$ cat src/rtl/m68k_bus_sequencer.sv
// ---------------------------------------------------------------------------
// m68k_bus_sequencer
// Queued 68000 bus-cycle engine. Pi-side requests are buffered in a small
// FIFO and executed back-to-back as 16-bit Amiga bus cycles; long transfers
// run as two word cycles (high word first). Each request yields exactly one
// status-tagged response (ok / BERR / timeout / address error).
//
// Ports
//   SYSCLK, RESET            system clock, async active-high reset
//   MC_RISING, MC_FALLING    one-SYSCLK pulses at the CLK_7M edges
//   DTACK_LATCH              one-SYSCLK pulse: sample DTACK_N / BERR_N
//   DTACK_N, BERR_N, D_IN    synchronised bus inputs
//   REQ_*                    request push interface (valid/ready)
//   RSP_*                    response interface (valid/ready)
//   A_OUT, FC_OUT, D_OUT     bus address (bits [AW-1:1]), function code, data
//   A_OE, D_OE, CTRL_OE      drive enables
//   AS, UDS, LDS, RW         bus strobes (active-high) and direction
//   BUSY                     sequencer not idle
// ---------------------------------------------------------------------------
module m68k_bus_sequencer #(
    parameter int ADDR_WIDTH     = 24,
    parameter int REQ_DEPTH      = 4,
    parameter int TIMEOUT_CYCLES = 255
) (
    input  logic                  SYSCLK,
    input  logic                  RESET,
    input  logic                  MC_RISING,
    input  logic                  MC_FALLING,
    input  logic                  DTACK_LATCH,
    input  logic                  DTACK_N,
    input  logic                  BERR_N,
    input  logic [15:0]           D_IN,
    input  logic                  REQ_VALID,
    output logic                  REQ_READY,
    input  logic [ADDR_WIDTH-1:0] REQ_ADDR,
    input  logic [1:0]            REQ_SIZE,
    input  logic                  REQ_READ,
    input  logic [2:0]            REQ_FC,
    input  logic [31:0]           REQ_WDATA,
    output logic                  RSP_VALID,
    input  logic                  RSP_READY,
    output logic [31:0]           RSP_RDATA,
    output logic [1:0]            RSP_STATUS,
    output logic [ADDR_WIDTH-2:0] A_OUT,
    output logic [2:0]            FC_OUT,
    output logic [15:0]           D_OUT,
    output logic                  A_OE,
    output logic                  D_OE,
    output logic                  CTRL_OE,
    output logic                  AS,
    output logic                  UDS,
    output logic                  LDS,
    output logic                  RW,
    output logic                  BUSY
);

    localparam int PW = $clog2(REQ_DEPTH);
    localparam int TW = $clog2(TIMEOUT_CYCLES + 1);
    localparam logic [PW:0]   PTR_ONE  = 1;
    localparam logic [TW-1:0] TCNT_ONE = 1;
    localparam logic [TW-1:0] TCNT_MAX = TW'(TIMEOUT_CYCLES);

    localparam logic [3:0] ST_IDLE  = 4'd0;
    localparam logic [3:0] ST_SETUP = 4'd1;
    localparam logic [3:0] ST_S2    = 4'd2;
    localparam logic [3:0] ST_S3    = 4'd3;
    localparam logic [3:0] ST_S4    = 4'd4;
    localparam logic [3:0] ST_WAIT  = 4'd5;
    localparam logic [3:0] ST_S6    = 4'd6;
    localparam logic [3:0] ST_S7    = 4'd7;
    localparam logic [3:0] ST_END   = 4'd8;
    localparam logic [3:0] ST_RESP  = 4'd9;

    // Word presented on D_OUT; a byte write is replicated on both lanes.
    function automatic logic [15:0] bus_word(input logic [1:0] size, input logic first,
                                             input logic [31:0] wdata);
        if (size[1])
            return first ? wdata[31:16] : wdata[15:0];
        else if (size == 2'b00)
            return {wdata[7:0], wdata[7:0]};
        else
            return wdata[15:0];
    endfunction

    function automatic logic [7:0] byte_lane(input logic [15:0] d, input logic a0);
        return a0 ? d[7:0] : d[15:8];
    endfunction

    logic [ADDR_WIDTH-1:0] fifo_addr  [REQ_DEPTH];
    logic [1:0]            fifo_size  [REQ_DEPTH];
    logic                  fifo_read  [REQ_DEPTH];
    logic [2:0]            fifo_fc    [REQ_DEPTH];
    logic [31:0]           fifo_wdata [REQ_DEPTH];
    logic [PW:0]           wr_ptr, rd_ptr;

    logic [3:0]            state;
    logic [TW-1:0]         tcnt;
    logic                  term;

    logic [ADDR_WIDTH-1:0] cur_addr;
    logic [1:0]            cur_size;
    logic                  cur_read;
    logic [2:0]            cur_fc;
    logic [31:0]           cur_wdata;
    logic                  first;
    logic [1:0]            cur_status;
    logic [31:0]           rdata_q;

    logic full, empty, push, pop, addr_err;
    logic wait_hit, wait_to, cont, enter_setup;

    assign full  = (wr_ptr[PW] != rd_ptr[PW]) && (wr_ptr[PW-1:0] == rd_ptr[PW-1:0]);
    assign empty = (wr_ptr == rd_ptr);
    assign push  = REQ_VALID && !full;
    // RSP_VALID is only ever high in RESP, so popping from IDLE implies it is low.
    assign pop   = (state == ST_IDLE) && !empty;
    assign addr_err = (fifo_size[rd_ptr[PW-1:0]] != 2'b00) && fifo_addr[rd_ptr[PW-1:0]][0];

    // BERR has priority over DTACK; a bus acknowledge beats a same-cycle timeout.
    assign wait_hit = (state == ST_WAIT) && !term && DTACK_LATCH && (!BERR_N || !DTACK_N);
    assign wait_to  = (state == ST_WAIT) && !term && !wait_hit && (tcnt == TCNT_MAX);
    assign cont     = (state == ST_END) && cur_size[1] && first && (cur_status == 2'b00);
    assign enter_setup = (pop && !addr_err) || cont;

    always_ff @(posedge SYSCLK or posedge RESET) begin
        if (RESET) begin
            state  <= ST_IDLE;
            wr_ptr <= '0;
            rd_ptr <= '0;
            tcnt   <= '0;
            term   <= 1'b0;
        end else begin
            if (push) wr_ptr <= wr_ptr + PTR_ONE;
            if (pop)  rd_ptr <= rd_ptr + PTR_ONE;
            case (state)
                // Address errors pass through END so no bus cycle is started.
                ST_IDLE:  if (pop) state <= addr_err ? ST_END : ST_SETUP;
                ST_SETUP: if (MC_RISING) state <= ST_S2;
                ST_S2:    if (MC_FALLING) state <= ST_S3;
                ST_S3:    if (MC_RISING) state <= ST_S4;
                ST_S4:    state <= ST_WAIT;
                ST_WAIT:  if (term && MC_FALLING) state <= ST_S6;
                ST_S6:    if (MC_FALLING) state <= ST_S7;
                ST_S7:    if (MC_RISING) state <= ST_END;
                ST_END:   state <= cont ? ST_SETUP : ST_RESP;
                ST_RESP:  if (RSP_READY) state <= ST_IDLE;
                default:  state <= ST_IDLE;
            endcase
            if (enter_setup) begin
                tcnt <= '0;
                term <= 1'b0;
            end else if ((state == ST_WAIT) && !term) begin
                if (wait_hit || wait_to) term <= 1'b1;
                if (MC_FALLING && (tcnt != TCNT_MAX)) tcnt <= tcnt + TCNT_ONE;
            end
        end
    end

    always_ff @(posedge SYSCLK) begin
        if (push) begin
            fifo_addr[wr_ptr[PW-1:0]]  <= REQ_ADDR;
            fifo_size[wr_ptr[PW-1:0]]  <= REQ_SIZE;
            fifo_read[wr_ptr[PW-1:0]]  <= REQ_READ;
            fifo_fc[wr_ptr[PW-1:0]]    <= REQ_FC;
            fifo_wdata[wr_ptr[PW-1:0]] <= REQ_WDATA;
        end
        if (pop) begin
            cur_addr   <= fifo_addr[rd_ptr[PW-1:0]];
            cur_size   <= fifo_size[rd_ptr[PW-1:0]];
            cur_read   <= fifo_read[rd_ptr[PW-1:0]];
            cur_fc     <= fifo_fc[rd_ptr[PW-1:0]];
            cur_wdata  <= fifo_wdata[rd_ptr[PW-1:0]];
            first      <= 1'b1;
            rdata_q    <= '0;
            cur_status <= addr_err ? 2'b11 : 2'b00;
        end
        if (wait_hit)
            cur_status <= BERR_N ? 2'b00 : 2'b01;
        else if (wait_to)
            cur_status <= 2'b10;
        if ((state == ST_S6) && MC_FALLING && cur_read) begin
            if (cur_size == 2'b00)
                rdata_q[7:0] <= byte_lane(D_IN, cur_addr[0]);
            else if (cur_size[1] && first)
                rdata_q[31:16] <= D_IN;
            else
                rdata_q[15:0] <= D_IN;
        end
        if (cont) begin
            cur_addr <= cur_addr + ADDR_WIDTH'(2);
            first    <= 1'b0;
        end
    end

    logic on_bus, ds_on;

    always_comb begin
        on_bus  = state inside {ST_SETUP, ST_S2, ST_S3, ST_S4, ST_WAIT, ST_S6, ST_S7};
        A_OE    = on_bus || cont;
        CTRL_OE = on_bus || cont;
        AS      = state inside {ST_S2, ST_S3, ST_S4, ST_WAIT, ST_S6};
        // Reads strobe data from S2, writes only once data is stable (S4).
        ds_on   = cur_read ? AS : (state inside {ST_S4, ST_WAIT, ST_S6});
        UDS     = ds_on && ((cur_size != 2'b00) || !cur_addr[0]);
        LDS     = ds_on && ((cur_size != 2'b00) || cur_addr[0]);
        RW      = (state inside {ST_S2, ST_S3, ST_S4, ST_WAIT, ST_S6, ST_S7}) ? cur_read : 1'b1;
        D_OE    = !cur_read && (state inside {ST_S3, ST_S4, ST_WAIT, ST_S6, ST_S7});
        D_OUT   = D_OE ? bus_word(cur_size, first, cur_wdata) : 16'h0000;
        A_OUT   = A_OE ? cur_addr[ADDR_WIDTH-1:1] : '0;
        FC_OUT  = A_OE ? cur_fc : 3'b000;
        RSP_VALID  = (state == ST_RESP);
        RSP_RDATA  = RSP_VALID ? rdata_q : 32'h0;
        RSP_STATUS = RSP_VALID ? cur_status : 2'b00;
        REQ_READY  = !full;
        BUSY       = (state != ST_IDLE);
    end

endmodule

$ cat config.mk
export PLATFORM = sky130hd
export DESIGN_NAME = m68k_bus_sequencer
export DESIGN_NICKNAME = d
export VERILOG_FILES = /design/src/rtl/m68k_bus_sequencer.sv
export SDC_FILE = /design/constraint.sdc
export NUM_CORES = 1
export LEC_CHECK = 0
export ABC_CLOCK_PERIOD_IN_PS = 3280
export CORE_ASPECT_RATIO = 0.7
export CORE_MARGIN = 10
export CORE_UTILIZATION = 25
export DETAILED_ROUTE_END_ITERATION = 16
export HOLD_SLACK_MARGIN = 0.12
export PLACE_DENSITY_LB_ADDON = 0.25
export SLEW_MARGIN = 20
export SYNTH_ARGS = -nofsm -noshare
export SYNTH_HDL_FRONTEND = slang
export SYNTH_SLANG_ARGS = --single-unit
$ cat constraint.sdc
create_clock -name SYSCLK -period 3.28 [get_ports SYSCLK]
set_input_delay 0.82 -clock SYSCLK [delete_from_list [all_inputs] [get_ports SYSCLK]]
set_output_delay 0.82 -clock SYSCLK [all_outputs]
set_load 0.02 [all_outputs]
# ---- Yosys cells after proc, flatten, opt, wreduce, memory -nomap -nowiden
# Memories as Yosys holds them, arrays and structs flattened. A register that Yosys moved wholly into a read port is not among the register bits.
# Index checks and enable logic that the tools add are counted.
dict set report word_totals {
  inputBits 87
  romBits 0
  mem_count 5
  out_inout_bits 86
  elab_cells 139
  register_bits 80
  latchBits 0
  mem_bits_rw 248
}
# memory depth width read_ports rd_ports_with_merged_regs wr line
set mem_list {}
lappend mem_list {fifo_wdata 4 32 1 1 1 93} ;# logic [31:0] fifo_wdata [REQ_DEPTH];
lappend mem_list {fifo_addr 4 24 1 0 1 89} ;# logic [ADDR_WIDTH-1:0] fifo_addr [REQ_DEPTH];
lappend mem_list {fifo_fc 4 3 1 1 1 92} ;# logic [2:0] fifo_fc [REQ_DEPTH];
lappend mem_list {fifo_size 4 2 1 0 1 90} ;# logic [1:0] fifo_size [REQ_DEPTH];
lappend mem_list {fifo_read 4 1 1 1 1 91} ;# logic fifo_read [REQ_DEPTH];
dict set report classes {
  n_mux 43
  n_eq_ne 22
  magnitude_cmp 0
  shift 0
  reduce_logical 55
  n_bitwise 0
  div 0
  n_addsub 4
  multipliers 0
}
# op count
set ops {}
lappend ops {{two-way mux 16 bit} 6}
lappend ops {{two-way mux 32 bit} 3}
lappend ops {{two-way mux 24 bit} 3}
lappend ops {{two-way mux 4 bit} 10}
lappend ops {{two-way mux 8 bit} 5}
lappend ops {{case mux 4 bit (10 select lines)} 1}
lappend ops {{adder 24 x 2 -> 24 bit, second input constant} 1}
lappend ops {{two-way mux 23 bit} 1}
lappend ops {{logical AND 1 bit} 21}
lappend ops {{== test 4 x 3 -> 1 bit, second input constant} 4}
lappend ops {{inequality test 2 bit, second input constant} 7}
lappend ops {{nonzero test 2 bit} 6}
lappend ops {{two-way mux 2 bit} 5}
lappend ops {{nonzero test 5 bit} 2}
lappend ops {{logical NOT 1 bit} 9}
lappend ops {{adder 8 x 1 -> 8 bit, second input constant} 1}
lappend ops {{== test 4 x 2 -> 1 bit, second input constant} 2}
lappend ops {{== test 4 bit, second input constant} 2}
lappend ops {{== test 8 bit, second input constant} 1}
lappend ops {{two-way mux 1 bit} 8}
lappend ops {{inequality test 8 bit, second input constant} 1}
lappend ops {{AND reduction 8 bit} 1}
lappend ops {{nonzero test 7 bit} 1}
lappend ops {{adder 3 x 1 -> 3 bit, second input constant} 2}
lappend ops {{other kinds (13)} 21}

# ---- Longest topological paths before layout
dict set report depth {
  depth_word 11
  depth_mapped 8
  depth_no_buf 6
}

# ---- Worst setup path before layout
# Ideal clock, no wire load.
dict set report synth_path {
  kind {register to register}
  from {register rd_ptr[0]}
  to {memory fifo_addr[3][0] (enable)}
  arrival_time_ps 2721
  setup_slack_ps 131
  period_less_slack_ps 3149
  stages_incl_launch_ff 6
  n_path_buf 1
  required_time_ps 2852
  setup_time_ps 428
  path_cell_list {dfrtp_1 > buf_2 > xnor2_1 > and2_1 > a21boi_1 > and2_1}
}
dict set report synth_between {
  elab_chain_cells 6
}
# element line
set synth_rtl {}
lappend synth_rtl {{start: declaration} 94} ;# logic [PW:0] wr_ptr, rd_ptr;
lappend synth_rtl {{start signal: assignment} 134} ;# if (pop) rd_ptr <= rd_ptr + PTR_ONE;
lappend synth_rtl {{== test 2 bit} 112} ;# assign full = (wr_ptr[PW] != rd_ptr[PW]) && (wr_ptr[PW-1:0] == rd_ptr[PW-1:0]);
lappend synth_rtl {{logical AND 1 bit} 112}
lappend synth_rtl {{logical NOT 1 bit} 114} ;# assign push = REQ_VALID && !full;
lappend synth_rtl {{logical AND 1 bit} 114}
lappend synth_rtl {{two-way mux 1 bit} 160} ;# if (push) begin
lappend synth_rtl {{two-way mux 1 bit (not written as such)} 161} ;# fifo_addr[wr_ptr[PW-1:0]] <= REQ_ADDR;
lappend synth_rtl {{end: declaration} 89}
# No other way between the ends.

# ---- Worst setup path after layout
dict set report layout_path {
  from {register state[1]}
  to {output port BUSY}
}
dict set report layout_between {
  elab_chain_cells 1
}
# element line
set layout_rtl {}
lappend layout_rtl {{start: declaration} 96} ;# logic [3:0] state;
lappend layout_rtl {{start signal: assignment} 137} ;# ST_IDLE: if (pop) state <= addr_err ? ST_END : ST_SETUP;
lappend layout_rtl {{start signal: assignment} 145} ;# ST_END: state <= cont ? ST_SETUP : ST_RESP;
lappend layout_rtl {{nonzero test 4 bit} 215} ;# BUSY = (state != ST_IDLE);
lappend layout_rtl {{end: declaration} 54} ;# output logic BUSY
# No other way between the ends.

==> results.md <==
* Outcome: complete, no violations
* Yosys cell types at 56
* Post-cts hold buffer count at 0
* Max VDD drop at 379 uV
* H-tree depth at 2
* Hold_ws at 0.455 ns
* RSZ-0062 raised after global routing: no
* Hpwl dp at 24.9 mm
* CTS tree: yes
* Syn_nets at around 970
* Pwr Total at between 0.015 and 0.02 W
* First-pass GRT wire length at between 50 and 60 mm
* Vias in the first global route at 8733
* Setup ws final at 0.150 ns
* Area leader, netlist: edfxtp_1
* Remaining Overflow, GRT at 0
* Std-Cell Rows at 74
* Psw at 0.00595 W
* Core area at 58200 sq um
* Die area at 68900 sq um
* Clk Latency, worst-skew pair at 0.57 ns
* Slew HR at a little under half
* Internal at 0.0116 W
* CP Buf/Inv Count at 3
* Clock share of power at 25.3%
* CP required at ~2.5 ns
* FFs w/ async S/R, synth at 5.22%
* Setup Viol. Count Final at 0
* Die Height at approximately 220 um
* RR Endpoint: rdata_q[27]$_DFF_P_
* Critical path's top delay family: buffers and inverters
* Syn avg cell area at 16.7 sq um
* Final GP Congestion at 0.752
* Crit path launch type: register
* Hold Crit Endpoint: rdata_q[1]$_DFF_P_
* Antenna-violating nets left at 0
* Die Wd at between 300 and 400 um
* Hold path start: rdata_q[1]$_DFF_P_
* Slowest cell delay on critical path at 0.58 ns
* TNS Setup at 0 ns
* Root buf cell: clkbuf_16
* Fmax achieved at 0.319 GHz
* Largest net degree at the start of global routing at 50
* DR vias/cell at 4.44
* Critical Path Sink Type: output pin
* Yosys warns at 0
* Total wire length at 37.7 mm
* Num CTS Buffers at 40
* CTS sink count at 364
* DRC at 0
* R2R Setup Slk at 0.89 ns
* CP max stage cell: clkdlybuf4s50_1
* R2R depth at 7
* Ratio of cells with drive above 1 in the final layout at 18.6%
* Final Cycle Share at 95.4%
* Synthesis-stage register bit count at 364
* Initial antenna violation count at 8
* Routed len/inst at 20.0 um
* I/O pin cnt at 173
* Clock Path Buffers at 3
* Hold path cells at 1
* Switching Fraction at between 30 and 40%
* Arrival time at the worst endpoint at 2.31 ns
* Synth top area cells: edfxtp_1 (64%), mux4_2 (9.5%), dfxtp_1 (4.5%), dfrtp_1 (3.2%), and2_1 (1.8%)
* Leak at 6.63 nW
* All-Layer GR Usage at 10.8%
* Sequential Power Share at 41.5%
* Nets at 1186
* Fin. max-slew vios at 0
* Crit path cell chain: buf_4, nor4_2, inv_1, clkdlybuf4s50_1
* Hold crit path type: reg -> reg
* IO buf count at around 170
* TritonRoute pass-1 iters at 5
* Final Hold Fails at 0
* Logic pwr share at about a third
* 1st-iter DRT viols at 617
* Pwr Density at 934 nW/um^2
* Cells after Synth at 880
* Worst-path clk slew at 0.06 ns
* Initial Util at approximately a quarter
* Post-synthesis cell area at approximately 15000 sq um
* Reg-to-Reg Start: rd_ptr[0]$_DFFE_PP0P_
* Post-Place Setup Slack at 0.387 ns
* Clk_skew at approximately 0.023 ns
* Crit-path max FO at 9
* Kind of critical path: reg -> out
* Number of flops mapped to enable cells by yosys at 312
* Synth top area share at 63.9%
* Via count at 8377
* Tmin final at 3.13 ns
* Ys flop type: edfxtp_1
* Area Growth Syn to Fin at 27.8%
* Max cap viols at 0
* Post-synthesis sequential area ratio at 71.6%
* Worst Max-Slew Pin Slew at 0.795 ns
## routing by layer
layer  GRT usage, %  vias up  part of all wire, %
met2           15.9      215                   44
met5              0        -                 0.22
met3           3.11       65                  6.8
met4           3.05       12                  2.1
met1           15.1     4236                   47
li1               -     3849                    -
## through the flow
step                util, %  instance area [sq um]  instances
CTS                    32.3                  18800       1884
finish                 32.2                  18700       1885
global route           32.2                  18700       1885
floorplan                 -                  14700        880
global placement       30.2                  17600       1808
detailed placement     30.2                  17600       1808
## worst register-to-register path: stages (launching register included)
cell and delay [ns]:
dfrtp_4 0.53, xnor2_1 0.22, nand3_1 0.19, nand2_1 0.30, inv_2 0.11, buf_12 0.19
nor2_2 0.58, a22o_1 0.23
## cell usage after synthesis, drive strengths merged (2+ instances only)
cell	number
nor2b	34
mux4	62
clkbuf	22
mux2	2
nand4	6
or2	2
o21a	3
xor2	13
nand3	16
dfrtp	19
buf	21
a21boi	2
nand2	55
nor3b	5
o21ai	33
ha	7
and3	12
a21oi	21
nor4	4
nand2b	3
edfxtp	312
nor3	13
xnor2	21
mux2i	9
o2bb2ai	8
nor2	29
a22o	24
a211oi	18
dfxtp	33
inv	14
and2	42
## flip-flops by register name (all words and copies together) (netlist names)
register    count
cur_read        1
rd_ptr          3
cur_size        2
wr_ptr          3
cur_fc          3
cur_addr       24
tcnt            8
fifo_read       4
fifo_size       8
state           4
term            1
cur_status      2
cur_wdata      32
rdata_q        32
first           1
fifo_wdata    128
fifo_addr      96
fifo_fc        12
## cell families after synthesis
logic type | count (synthesis) | share of synthesized area, %
adders and majority gates | 7 | 0.597
xor gates and xnor gates | 34 | 2.03
and+or+nand+nor | 228 | 8.39
DFF | 364 | 71.6
muxes | 73 | 10.3
AOI/OAI and AO/OA | 116 | 5.34
buffers and inverters | 58 | 1.73
## final cells by class
class / count / area [sq um]
Sequential cell: 364 / 10500
Tap cell: 760 / 951
Clock inverter: 22 / 208
Timing Repair Buffer: 213 / 1970
Antenna cell: 1 / 2.50
Inverter: 15 / 56.3
Clock buffer: 52 / 1090
Fill cell: 5644 / 39500
Multi-Input combinational cell: 458 / 3950
## cells in the final DEF, fill, tap and decap left out, drive strengths merged, types with 13 or more instances in the layout
cell / netlist / final
a211oi: 18 / 18
a21oi: 21 / 21
a22o: 24 / 24
and2: 42 / 42
buf: 21 / 41
clkbuf: 22 / 73
clkdlybuf4s50: 0 / 92
clkinv: 1 / 17
dfrtp: 19 / 19
dfxtp: 33 / 33
dlygate4sd2: 0 / 57
edfxtp: 312 / 312
inv: 14 / 16
mux4: 62 / 62
nand2: 55 / 55
nand3: 16 / 16
nor2: 29 / 29
nor2b: 34 / 34
nor3: 13 / 13
o21ai: 33 / 33
xnor2: 21 / 21
xor2: 13 / 13
## how the worst max path moves through the flow
stage / start / to / slack, ns / cells after the start
after floorplan: rd_ptr[0]$_DFFE_PP0P_ / fifo_addr[3][0]$_DFFE_PP_ / 0.13 / 5
after global placement: state[1]$_DFFE_PP0P_ / A_OUT[11] / 0.38 / 7
after detailed placement: cur_size[1]$_DFFE_PP_ / A_OUT[11] / 0.39 / 7
after CTS: state[0]$_DFFE_PP0P_ / D_OUT[3] / 0.02 / 6
after global routing: state[1]$_DFFE_PP0P_ / A_OUT[4] / 0.02 / 7
final: state[1]$_DFFE_PP0P_ / BUSY / 0.15 / 4
## power groups by stage
| stage | Clock, W | Combinational, W | Sequential (W) |
|---|---|---|---|
| 6_report | 0.00443 | 0.00580 | 0.00727 |
| 5_1_grt | 0.00480 | 0.00639 | 0.00740 |
| 4_1_cts | 0.00460 | 0.00603 | 0.00729 |
| 3_5_place_dp | 0 | 0.00619 | 0.00739 |
| 3_3_place_gp | 0 | 0.00617 | 0.00738 |
| 2_1_floorplan | 0 | 0.00376 | 0.00713 |
## repair_timing
item                       in CTS  in global routing
setup endpoints to repair      82                 29
hold endpoints to repair        0                  0
gates resized for setup        83                 46
cloned                          0                  0
pin swaps                       1                  0
buffers inserted                2                  0
No activity file was read; power rests on OpenSTA's default activity.
